### src/rtl/skew_deskew_registers_if.sv
`default_nettype none
// ============================================================================
// Module      : skew_deskew_registers_if
// Description : Lane bus and control bundle for the skew/deskew delay block.
// Revision    : 1.0 - initial release
// ============================================================================
interface skew_deskew_registers_if #(
    parameter int DATA_WIDTH = 16,
    parameter int N          = 4
);
    logic                  en;
    logic                  flush;
    logic                  mode;
    logic                  in_valid;
    logic                  in_ready;
    logic [N*DATA_WIDTH-1:0] din;
    logic [N*DATA_WIDTH-1:0] dout;
    logic [N-1:0]          dout_valid;
    logic                  mode_q;
    logic                  draining;

    modport master (
        output en, flush, mode, in_valid, din,
        input  in_ready, dout, dout_valid, mode_q, draining
    );

    modport slave (
        input  en, flush, mode, in_valid, din,
        output in_ready, dout, dout_valid, mode_q, draining
    );
endinterface
`default_nettype wire

### src/rtl/skew_deskew_registers.sv
`default_nettype none
// ============================================================================
// Module      : skew_deskew_registers
// Description : Per-lane {data,valid} delay lines with skew/deskew taps and a
//               drain-then-switch mode change.
// Revision    : 1.0 - initial release
// ============================================================================
module skew_deskew_registers #(
    parameter int DATA_WIDTH = 16,
    parameter int N          = 4,
    parameter int STRIDE     = 1
) (
    input  wire logic                  clk,
    input  wire logic                  rst,
    skew_deskew_registers_if.slave     bus
);

    typedef enum logic [0:0] {
        ST_RUN   = 1'b0,
        ST_DRAIN = 1'b1
    } state_t;

    state_t                  r_state;
    state_t                  w_state_next;
    logic                    r_mode_q;
    logic                    w_latch_mode;
    logic                    w_in_ready;
    logic                    w_draining;
    logic                    w_accept;
    logic [N-1:0]            w_lane_busy;
    logic [N*DATA_WIDTH-1:0] w_dout;
    logic [N-1:0]            w_dout_valid;

    assign w_accept = bus.in_valid & w_in_ready;

    always_ff @(posedge clk or posedge rst) begin
        if (rst) begin
            r_state  <= ST_RUN;
            r_mode_q <= 1'b0;
        end else begin
            r_state <= w_state_next;
            if (w_latch_mode) begin
                r_mode_q <= bus.mode;
            end
        end
    end

    // A pending mode request blocks input; the switch lands once no valid bit
    // remains anywhere, so no word ever sees two different tap settings.
    always_comb begin
        w_state_next = r_state;
        w_in_ready   = 1'b0;
        w_draining   = 1'b0;
        w_latch_mode = 1'b0;
        case (r_state)
            ST_RUN: begin
                w_in_ready = (bus.mode == r_mode_q);
                if (bus.mode != r_mode_q) begin
                    w_state_next = ST_DRAIN;
                end
            end
            ST_DRAIN: begin
                w_draining = 1'b1;
                if (bus.en && (w_lane_busy == '0)) begin
                    w_latch_mode = 1'b1;
                    w_state_next = ST_RUN;
                end
            end
            default: w_state_next = ST_RUN;
        endcase
    end

    for (genvar gi = 0; gi < N; gi++) begin : g_lane
        localparam int C_D_SKEW   = gi * STRIDE;
        localparam int C_D_DESKEW = (N - 1 - gi) * STRIDE;
        // Stages past the deeper of the two taps are never observed, so each
        // lane stops there; lanes 0 and N-1 still span the full depth.
        localparam int C_DEPTH    = (C_D_SKEW > C_D_DESKEW) ? C_D_SKEW : C_D_DESKEW;

        logic [DATA_WIDTH-1:0] r_data [C_DEPTH];
        logic [C_DEPTH-1:0]    r_valid;
        logic [DATA_WIDTH-1:0] w_din;
        logic [DATA_WIDTH-1:0] w_skew_data;
        logic [DATA_WIDTH-1:0] w_deskew_data;
        logic                  w_skew_valid;
        logic                  w_deskew_valid;

        assign w_din = bus.din[gi*DATA_WIDTH +: DATA_WIDTH];

        always_ff @(posedge clk or posedge rst) begin
            if (rst) begin
                for (int k = 0; k < C_DEPTH; k++) begin
                    r_data[k] <= '0;
                end
                r_valid <= '0;
            end else if (bus.flush) begin
                r_valid <= '0;
            end else if (bus.en) begin
                r_data[0]  <= w_din;
                r_valid[0] <= w_accept;
                for (int k = 1; k < C_DEPTH; k++) begin
                    r_data[k]  <= r_data[k-1];
                    r_valid[k] <= r_valid[k-1];
                end
            end
        end

        assign w_lane_busy[gi] = |r_valid;

        if (C_D_SKEW == 0) begin : g_skew_pass
            assign w_skew_data  = w_din;
            assign w_skew_valid = w_accept;
        end else begin : g_skew_tap
            assign w_skew_data  = r_data[C_D_SKEW-1];
            assign w_skew_valid = r_valid[C_D_SKEW-1];
        end

        if (C_D_DESKEW == 0) begin : g_deskew_pass
            assign w_deskew_data  = w_din;
            assign w_deskew_valid = w_accept;
        end else begin : g_deskew_tap
            assign w_deskew_data  = r_data[C_D_DESKEW-1];
            assign w_deskew_valid = r_valid[C_D_DESKEW-1];
        end

        assign w_dout[gi*DATA_WIDTH +: DATA_WIDTH] = r_mode_q ? w_deskew_data : w_skew_data;
        assign w_dout_valid[gi] = r_mode_q ? w_deskew_valid : w_skew_valid;
    end

    assign bus.dout       = w_dout;
    assign bus.dout_valid = w_dout_valid;
    assign bus.in_ready   = w_in_ready;
    assign bus.mode_q     = r_mode_q;
    assign bus.draining   = w_draining;

endmodule
`default_nettype wire
### src/flat_wrapper.sv
// flat-port wrapper written by rule: the top's interface ports become plain ports
module skew_deskew_registers_flat 
#(
    parameter int DATA_WIDTH = 16,
    parameter int N          = 4,
    parameter int STRIDE     = 1
)
  (clk, rst, bus_en, bus_flush, bus_mode, bus_in_valid, bus_din, bus_in_ready, bus_dout, bus_dout_valid, bus_mode_q, bus_draining);
  skew_deskew_registers_if #(.DATA_WIDTH(DATA_WIDTH), .N(N)) bus_i ();
  input  wire logic clk;
  input  wire logic rst;
  input wire logic [$bits(bus_i.en)-1:0] bus_en;
  input wire logic [$bits(bus_i.flush)-1:0] bus_flush;
  input wire logic [$bits(bus_i.mode)-1:0] bus_mode;
  input wire logic [$bits(bus_i.in_valid)-1:0] bus_in_valid;
  input wire logic [$bits(bus_i.din)-1:0] bus_din;
  output wire logic [$bits(bus_i.in_ready)-1:0] bus_in_ready;
  output wire logic [$bits(bus_i.dout)-1:0] bus_dout;
  output wire logic [$bits(bus_i.dout_valid)-1:0] bus_dout_valid;
  output wire logic [$bits(bus_i.mode_q)-1:0] bus_mode_q;
  output wire logic [$bits(bus_i.draining)-1:0] bus_draining;
  assign bus_i.en = bus_en;
  assign bus_i.flush = bus_flush;
  assign bus_i.mode = bus_mode;
  assign bus_i.in_valid = bus_in_valid;
  assign bus_i.din = bus_din;
  assign bus_in_ready = bus_i.in_ready;
  assign bus_dout = bus_i.dout;
  assign bus_dout_valid = bus_i.dout_valid;
  assign bus_mode_q = bus_i.mode_q;
  assign bus_draining = bus_i.draining;
  skew_deskew_registers #(.DATA_WIDTH(DATA_WIDTH), .N(N), .STRIDE(STRIDE)) u_core (.clk(clk), .rst(rst), .bus(bus_i));
endmodule
### config.mk
export PLATFORM = sky130hd
export DESIGN_NAME = skew_deskew_registers_flat
export DESIGN_NICKNAME = d
export VERILOG_FILES = /design/src/rtl/skew_deskew_registers_if.sv /design/src/rtl/skew_deskew_registers.sv /design/src/flat_wrapper.sv
export SDC_FILE = /design/constraint.sdc
export NUM_CORES = 1
export LEC_CHECK = 0
export CAP_MARGIN = 15
export CORE_MARGIN = 4
export CORE_UTILIZATION = 47
export CTS_CLUSTER_SIZE = 28
export DETAILED_ROUTE_END_ITERATION = 16
export GPL_ROUTABILITY_DRIVEN = 0
export GPL_TIMING_DRIVEN = 1
export PLACE_DENSITY = 0.78
export SYNTH_ARGS = -nofsm -noshare
export SYNTH_HDL_FRONTEND = slang
export SYNTH_SLANG_ARGS = --single-unit
### constraint.sdc
create_clock -name clk -period 5.4 [get_ports clk]
set_clock_uncertainty 0.05 [all_clocks]
set_input_delay 1.08 -clock clk [delete_from_list [all_inputs] [get_ports clk]]
set_output_delay 1.08 -clock clk [all_outputs]
set_load 0.02 [all_outputs]
---- After elaboration in Yosys (flattened, before gate mapping) ----
Index checks and enable logic that the tools add are counted.
word-level totals
  output and inout bits ................... 71
  bits in registers ....................... 172
  input port bits ......................... 70
  word-level logic and storage cells ...... 52
cells by class
  bitwise operators ....................... 3
  equality and inequality tests ........... 2
  reductions and logical operators ........ 8
  mux-type cells .......................... 23
operators by type and width
  operator                            number
  16-bit 2-to-1 mux                   4
  3-bit 2-to-1 mux                    4
  1-bit 2-to-1 mux                    10
  2-bit 2-to-1 mux                    4
  3-bit OR reduction                  2
  4-bit zero test                     1
  2-bit OR reduction                  2
  1-bit NOT                           2
  1-bit case mux with 2 select lines  1
  2-bit AND reduction                 1
  2-bit nonzero test                  1
  1-bit bitwise AND                   1
  1-bit equality test                 1
  1-bit logical AND                   1
  1-bit inequality test               1

---- Depth between registers and ports, before layout ----
Gate-level depths: netlist (run 1).
  depth after elaboration ................. 5
  depth in mapped cells ................... 5
  gate-level depth less buffers ........... 3

---- Worst setup path after synthesis (run 1) ----
No wires, ideal clock.
  path type ............................... input to output
  from .................................... in bus_mode
  to ...................................... out bus_dout_valid[0]
  required time ........................... 4270 ps
  buffers on the path ..................... 0
  stages .................................. 3
  path slack .............................. 2272 ps
  data arrival time ....................... 1998 ps
  cell sequence ........................... xnor2_1 > nor2b_1 > a22o_1
on the way
  longest elaborated chain between the ends .. 4
RTL lines
  element                 line                          text
  from (decl)             flat_wrapper.sv:14            input wire logic [$bits(bus_i.mode)-1:0] bus_mode;
  1-bit equality test     skew_deskew_registers.sv:57   w_in_ready = (bus.mode == r_mode_q);
  1-bit 2-to-1 mux        skew_deskew_registers.sv:55   case (r_state)
  named net bus_in_ready  flat_wrapper.sv:17            output wire logic [$bits(bus_i.in_ready)-1:0] bus_in_ready;
  1-bit bitwise AND       skew_deskew_registers.sv:34   assign w_accept = bus.in_valid & w_in_ready;
  1-bit 2-to-1 mux        skew_deskew_registers.sv:127  assign w_dout_valid[gi] = r_mode_q ? w_deskew_valid : w_skew_valid;
  to (decl)               flat_wrapper.sv:19            output wire logic [$bits(bus_i.dout_valid)-1:0] bus_dout_valid;
The timed path passes the listed nets, and every way through them passes these cells.

---- Worst setup path after layout (run 1) ----
  from .................................... in bus_mode
  to ...................................... out bus_dout_valid[3]
on the way
  longest elaborated chain between the ends .. 4
RTL lines
  element              line
  1-bit equality test  skew_deskew_registers.sv:57
  1-bit 2-to-1 mux     skew_deskew_registers.sv:55
  1-bit bitwise AND    skew_deskew_registers.sv:34
  1-bit 2-to-1 mux     skew_deskew_registers.sv:127
No other way between the ends.

==> results of run 1 <==
-- layout by cell type, fill, tap and decap left out --
master	Yosys	routed
buf_4	0	4
clkinv_4	0	2
nor2b_1	3	3
bufinv_16	0	2
nor2_1	3	3
nor4_1	1	1
dfrtp_1	165	164
a21oi_1	1	1
mux2_4	100	100
a22o_1	1	1
clkbuf_1	0	1
clkinvlp_4	0	5
clkbuf_16	0	17
nand2b_1	2	1
dfrtp_2	0	1
nand4b_1	1	1
nand2b_4	0	1
inv_6	0	1
mux2_2	127	127
mux2i_1	2	2
nand2_1	1	1
clkdlybuf4s50_1	0	140
xnor2_1	1	1
buf_12	0	2
clkbuf_8	0	5
a31o_2	1	1
-- per-layer routing --
layer	track usage (%)	routed length [um]	vias to the layer above
met1	21.2	6290	2001
li1	-	-	1829
met2	24.0	6300	111
met3	5.59	773	16
met5	0	0	-
met4	5.14	179	0
-- state kept, by name, summed over array words and instances, names as in the netlist --
name	cells
u_core.g_lane.w_deskew_data	48
u_core.g_lane.r_data	64
u_core.r_state	1
u_core.g_lane.r_valid	3
u_core.g_lane.w_skew_data	48
u_core.bus.mode_q	1
-- power breakdown --
group | switching, W | internal [W]
combinational | 0.000678 | 0.000987
sequential | 0.000205 | 0.00151
clock | 0.000482 | 0.000746
-- logic make-up after synthesis --
group	count (synthesis)	synth area share, %
muxes	229	40.0
DFF	165	56.0
buffers and inverters	27	2.75
and+or+nand+nor	11	0.831
AOI/OAI and AO/OA	3	0.305
xor gates and xnor gates	1	0.119
-- worst max path at each step --
stage                                     to                     startpoint
4_1_cts                          bus_dout[0]  u_core.bus.mode_q$_DFFE_PP0P_
3_3_place_gp               bus_dout_valid[3]                       bus_mode
2_1_floorplan  u_core.bus.mode_q$_DFFE_PP0P_                            rst
3_5_place_dp               bus_dout_valid[3]                       bus_mode
5_1_grt                         bus_dout[10]  u_core.bus.mode_q$_DFFE_PP0P_
6_report                   bus_dout_valid[3]                       bus_mode
-- layout make-up --
type | instances | area [um2] | area share (%)
clock inverters | 9 | 116 | 1.22
flip-flops and latches | 165 | 4130 | 43.3
inverters | 1 | 7.51 | 0.0787
clock buffers | 23 | 498 | 5.22
multi-input cells | 244 | 3050 | 32.0
well taps | 211 | 264 | 2.77
repair buffers | 146 | 1470 | 15.4
-- critical path, cell delays in order --
cell and delay [ns]:
clkdlybuf4s50_1 0.50, xnor2_1 0.14, nor2b_1 0.31, a31o_2 0.19, clkdlybuf4s50_1 0.59
-- metrics by stage --
step | setup slack, ns | hold slack [ns] | instances | power (W)
floorplan | 2.17 | 0.424 | 436 | 0.00275
global placement | 1.54 | 0.430 | 767 | 0.00336
detailed placement | 1.44 | 0.439 | 767 | 0.00341
CTS | 1.42 | 0.453 | 799 | 0.00467
global route | 1.35 | 0.466 | 799 | 0.00484
finish | 1.46 | 0.447 | 799 | 0.00461
==> summary.md, run 1 <==
| Metric | Value |
|---|---|
| Outcome | finished, final reports clean |
| Synth-to-layout area growth | 29.3% |
| # hold bufs at CTS | 0 |
| Hold worst-path end | u_core.g_lane[0].r_data[29]$_DFFE_PP0P_ |
| Count leader, synth | dfrtp_1 |
| WHS Path Cells | 1 |
| All-Layer GR Usage | between 15 and 20% |
| Synth Cell Area | 7380 um2 |
| Yosys warns | 0 |
| Tcrit/Tclk final | 73.0% |
| Critical Path RT | 4.27 ns |
| Total gr overflow | 0 |
| Initial antenna violation count | 0 |
| Die Span Y | 133 um |
| Reg2Reg Depth | 2 |
| Core area | ~15000 um2 |
| First drt pass iteration count | 4 |
| Fill cell count | 1125 |
| Die area | 17800 um2 |
| Top cells by area, synth | dfrtp_1, mux2_4, mux2_2 |
| Final Hold Fails | 0 |
| Port Buf Inserts | 140 |
| Antenna diodes | 0 |
| CTS Buf Count | 17 |
| Reg2Reg Launch Point | u_core.bus.mode_q$_DFFE_PP0P_ |
| Post-synth top area cell | dfrtp_1 |
| Drt initial violations | 158 |
| CTS tree | built |
| # setup viols final | 0 |
| Latest clock arrival within the worst-skew pair | slightly above 0.4 ns |
| Actual slew at the worst max-slew pin | 1.09 ns |
| Async SR Flop Fraction | 100% |
| R2R Setup Slk | 3.62 ns |
| Vias in the first global route | approximately 4400 |
| Worst setup SP type | input port |
| ANT nets after route | 0 |
| Die X | ~130 um |
| HPWL Detailed | between 8 and 9 mm |
| Hold Path Class | reg -> reg |
| RSZ-0062 raised after global routing | false |
| Fraction of the yosys area taken by sequential cells | 56.0% |
| EDFF count, synth | 0 |
| Setup_tns | 0 ns |
| Worst setup EP type | primary output |
| Fraction of layout cells with a size suffix above 1 | 45.6% |
| Root buffer cell | clkbuf_16 |
| Final std cell area, no fill | 9540 um2 |
| CTS Buffer Depth | 2 |
| Synthesized area per cell | roughly 17 um2 |
| Power per cell area | 483 nW/um2 |
| LEAKAGE | 4.29 nW |
| Worst-path clk slew | 0.06 ns |
| Pin count of the biggest net entering global routing | 100 |
| Post-route DRC | 0 |
| Final nets | 645 |
| Wire per inst | 16.9 um |
| Htree depth | 4 |
| Post-layout util | approximately 62% |
| Worst path arrival time | 2.81 ns |
| Vias | 3957 |
| Mapped Cells | 436 |
| Max Slew Vio Count | 0 |
| Total Routed Length | 13.5 mm |
| Post-CTS resize count | 0 |
| Critical setup path kind | in -> out |
| Clk sinks | 165 |
| Yosys reg bits | about 170 |
| # Post-CTS Setup Buffers | 0 |
| Syn_nets | 506 |
| Placed instance area | 8920 um2 |
| FF-to-FF End | u_core.bus.mode_q$_DFFE_PP0P_ |
| Post-synth top area share | between 50% and 60% |
| Max-cap violation count | 0 |
| Io pins | 141 |
| Starting Density | between 40% and 50% |
| Min-delay src | u_core.g_lane[0].r_data[45]$_DFFE_PP0P_ |
| Peak supply drop | ~0.26 mV |
| Num rows | 45 |
| Ys flop type | dfrtp_1 |
| Synth unique cells | 17 |
| Slew headroom | 27.3% |
| Min Tclk post-route | 3.94 ns |
| Max Clock Freq | 254 MHz |
| First-pass GRT wire length | around 23 mm |
| Crit-path max FO | 4 |
| Synth cell count leaders | dfrtp_1, mux2_2, mux2_4, buf_2, buf_6 |
| Vias per cell | 4.95 |
Note: power is estimated with default switching activity, not from simulation.
==> run 2, diff against run 1 <==
--- a/config.mk
+++ b/config.mk
@@ -7,12 +7,12 @@
 export LEC_CHECK = 0
 export CAP_MARGIN = 15
 export CORE_MARGIN = 4
-export CORE_UTILIZATION = 47
+export CORE_UTILIZATION = 52
 export CTS_CLUSTER_SIZE = 28
 export DETAILED_ROUTE_END_ITERATION = 16
 export GPL_ROUTABILITY_DRIVEN = 0
 export GPL_TIMING_DRIVEN = 1
-export PLACE_DENSITY = 0.78
+export PLACE_DENSITY = 0.82
 export SYNTH_ARGS = -nofsm -noshare
 export SYNTH_HDL_FRONTEND = slang
 export SYNTH_SLANG_ARGS = --single-unit
==> constraint.sdc (replaced) <==
create_clock -name clk -period 4.1 [get_ports clk]
set_clock_uncertainty 0.05 [all_clocks]
set_input_delay 0.82 -clock clk [delete_from_list [all_inputs] [get_ports clk]]
set_output_delay 0.82 -clock clk [all_outputs]
set_load 0.02 [all_outputs]
==> run 2 against run 1 <==
  * Global-route usage grew 2.1 points
  * Sequential share of layout area grew 0.13 points
  * Wire length grew 0.93%
  * First-iteration DRC count grew 41%
  * Total power grew 31%
  * Critical endpoint unchanged
  * Core utilization grew 6.2 points
==> summary.md, run 2 (synthesized netlist as in run 1, its figures left out) <==
| Metric | Value |
|---|---|
| Outcome | finished, final reports clean |
| Total gr overflow | 0 |
| Fraction of layout cells with a size suffix above 1 | 45.2% |
| Latest clock arrival within the worst-skew pair | 0.42 ns |
| Peak supply drop | approximately 0.36 mV |
| Max reg flops | 64 |
| Initial antenna violation count | 0 |
| Min Tclk post-route | 3.43 ns |
| Final Hold Fails | 0 |
| Vias in the first global route | 4512 |
| ANT nets after route | 0 |
| Antenna diodes | 0 |
| Tcrit/Tclk final | around 84% |
| # setup viols final | 0 |
| P_sw | 0.00177 W |
| Htree depth | 4 |
| Core area | roughly 14000 um2 |
| Total Routed Length | 13.7 mm |
| Largest register by flop count | u_core.g_lane.r_data |
| Internal | approximately 0.0043 W |
| Hold Path Class | reg -> reg |
| Critical Path RT | 3.23 ns |
| Max-cap violation count | 0 |
| Synth-to-layout area growth | 29.0% |
| Vias | 4003 |
| Die Span Y | 127 um |
| Io pins | 141 |
| # Post-CTS Setup Buffers | 0 |
| Pin count of the biggest net entering global routing | 86 |
| Wire per inst | approximately 18 um |
| Most common cell after layout, fill and taps aside | dfrtp_1 |
| Num rows | 43 |
| Max Slew Vio Count | 0 |
| Critical setup path kind | in -> out |
| Worst setup SP type | input port |
| Actual slew at the worst max-slew pin | 0.585 ns |
| Clk sinks | 165 |
| Port Buf Inserts | 140 |
| Post-CTS resize count | 0 |
| First-pass GRT wire length | about 23 mm |
| Root buffer cell | clkbuf_16 |
| Vias per cell | 5.21 |
| Max Clock Freq | 292 MHz |
| Reg area | between 4000 and 5000 um2 |
| Sw Ratio | 29.4% |
| Clock power share | 25.8% |
| Setup_tns | 0 ns |
| Fill cell count | 946 |
| Post-layout util | 68.5% |
| Drt initial violations | 222 |
| Die X | roughly 130 um |
| Starting Density | between 50% and 60% |
| First drt pass iteration count | 4 |
| Multi-input combinational cell area | ~3100 um2 |
| HPWL Detailed | about 8.9 mm |
| Worst-path clk slew | 0.06 ns |
| Worst setup EP type | primary output |
| Worst path arrival time | 2.56 ns |
| LEAKAGE | between 4 and 5 nW |
| Final nets | 646 |
| Gate power share | 37.6% |
| Sequential power share | 36.7% |
| Slew headroom | approximately three fifths |
| CTS Buf Count | 17 |
| Post-route DRC | 0 |
| Power per cell area | 634 nW/um2 |
| Most frequent cells in the layout | dfrtp_1, clkdlybuf4s50_1, mux2_2, mux2_4, clkbuf_16 |
| All-Layer GR Usage | 17.9% |
| Die area | 16200 um2 |
| RSZ-0062 raised after global routing | false |
| # hold bufs at CTS | 0 |
| CTS tree | built |
| Crit-path max FO | 4 |
| CTS Buffer Depth | 2 |
-- run 2: changes by cell type in the layout (fill, tap and decap cells not counted) --
cell	before	now
buf_12	2	5
buf_4	4	2
clkbuf_1	1	4
clkbuf_8	5	3
clkinv_2	0	3
clkinv_4	2	1
clkinvlp_4	5	3
inv_6	1	0
-- run 2: per-stage QoR --
stage               hold WS (ns)  area (um2)  worst slack, ns  total power (W)  cells
CTS                        0.455        9510            0.667          0.00610    769
detailed placement         0.438        8930            0.674          0.00451    737
finish                     0.453        9510            0.672          0.00603    769
global placement           0.431        8930            0.763          0.00444    737
floorplan                  0.424        7380             1.13          0.00363    436
global route               0.463        9510            0.601          0.00631    769
-- run 2: final timing paths --
kind | from | end | slack (ns) | cells after the start
setup / recovery | bus_mode | bus_dout_valid[3] | 0.67 | 5
setup reg to reg | u_core.g_lane[0].r_valid[0]$_DFFE_PP0P_ | u_core.bus.mode_q$_DFFE_PP0P_ | 2.73 | 2
hold / removal | u_core.g_lane[0].r_data[19]$_DFFE_PP0P_ | u_core.g_lane[0].w_deskew_data[3]$_DFFE_PP0P_ | 0.45 | 1
max in group asynchronous | rst | u_core.g_lane[1].w_skew_data[15]$_DFFE_PP0P_ | 2.66 | 3
hold reg to reg | u_core.g_lane[0].r_data[19]$_DFFE_PP0P_ | u_core.g_lane[0].w_deskew_data[3]$_DFFE_PP0P_ | 0.45 | 1
min in group asynchronous | rst | u_core.g_lane[2].w_skew_data[3]$_DFFE_PP0P_ | 0.64 | 2
-- run 2: critical path: stages --
cell and delay, ns:
clkdlybuf4s50_1 0.44, xnor2_1 0.21, nor2b_1 0.29, a31o_2 0.19, clkdlybuf4s50_1 0.60
-- run 2: final cells by class --
type / count / area share, %
clock inverters: 8 / 1.04
clock buffers: 24 / 5.06
multi-input cells: 244 / 32.1
well taps: 180 / 2.37
flip-flops and latches: 165 / 43.4
inverters: 1 / 0.0789
repair buffers: 147 / 15.9
-- run 2: metal layers --
metal  vias to the layer above  wire length [um]  track usage (%)
met4                         0               277             7.32
met1                      2048              5950             22.7
li1                       1830                 -                -
met2                       105              6610             28.0
met5                         -                 0                0
met3                        20               834             6.35
-- run 2: power groups by stage --
| stage | Combinational, W | Clock [W] | Sequential (W) |
|---|---|---|---|
| 2_1_floorplan | 0.00146 | 0 | 0.00217 |
| 3_3_place_gp | 0.00225 | 0 | 0.00220 |
| 3_5_place_dp | 0.00228 | 0 | 0.00223 |
| 4_1_cts | 0.00230 | 0.00159 | 0.00221 |
| 5_1_grt | 0.00240 | 0.00166 | 0.00225 |
| 6_report | 0.00226 | 0.00155 | 0.00221 |
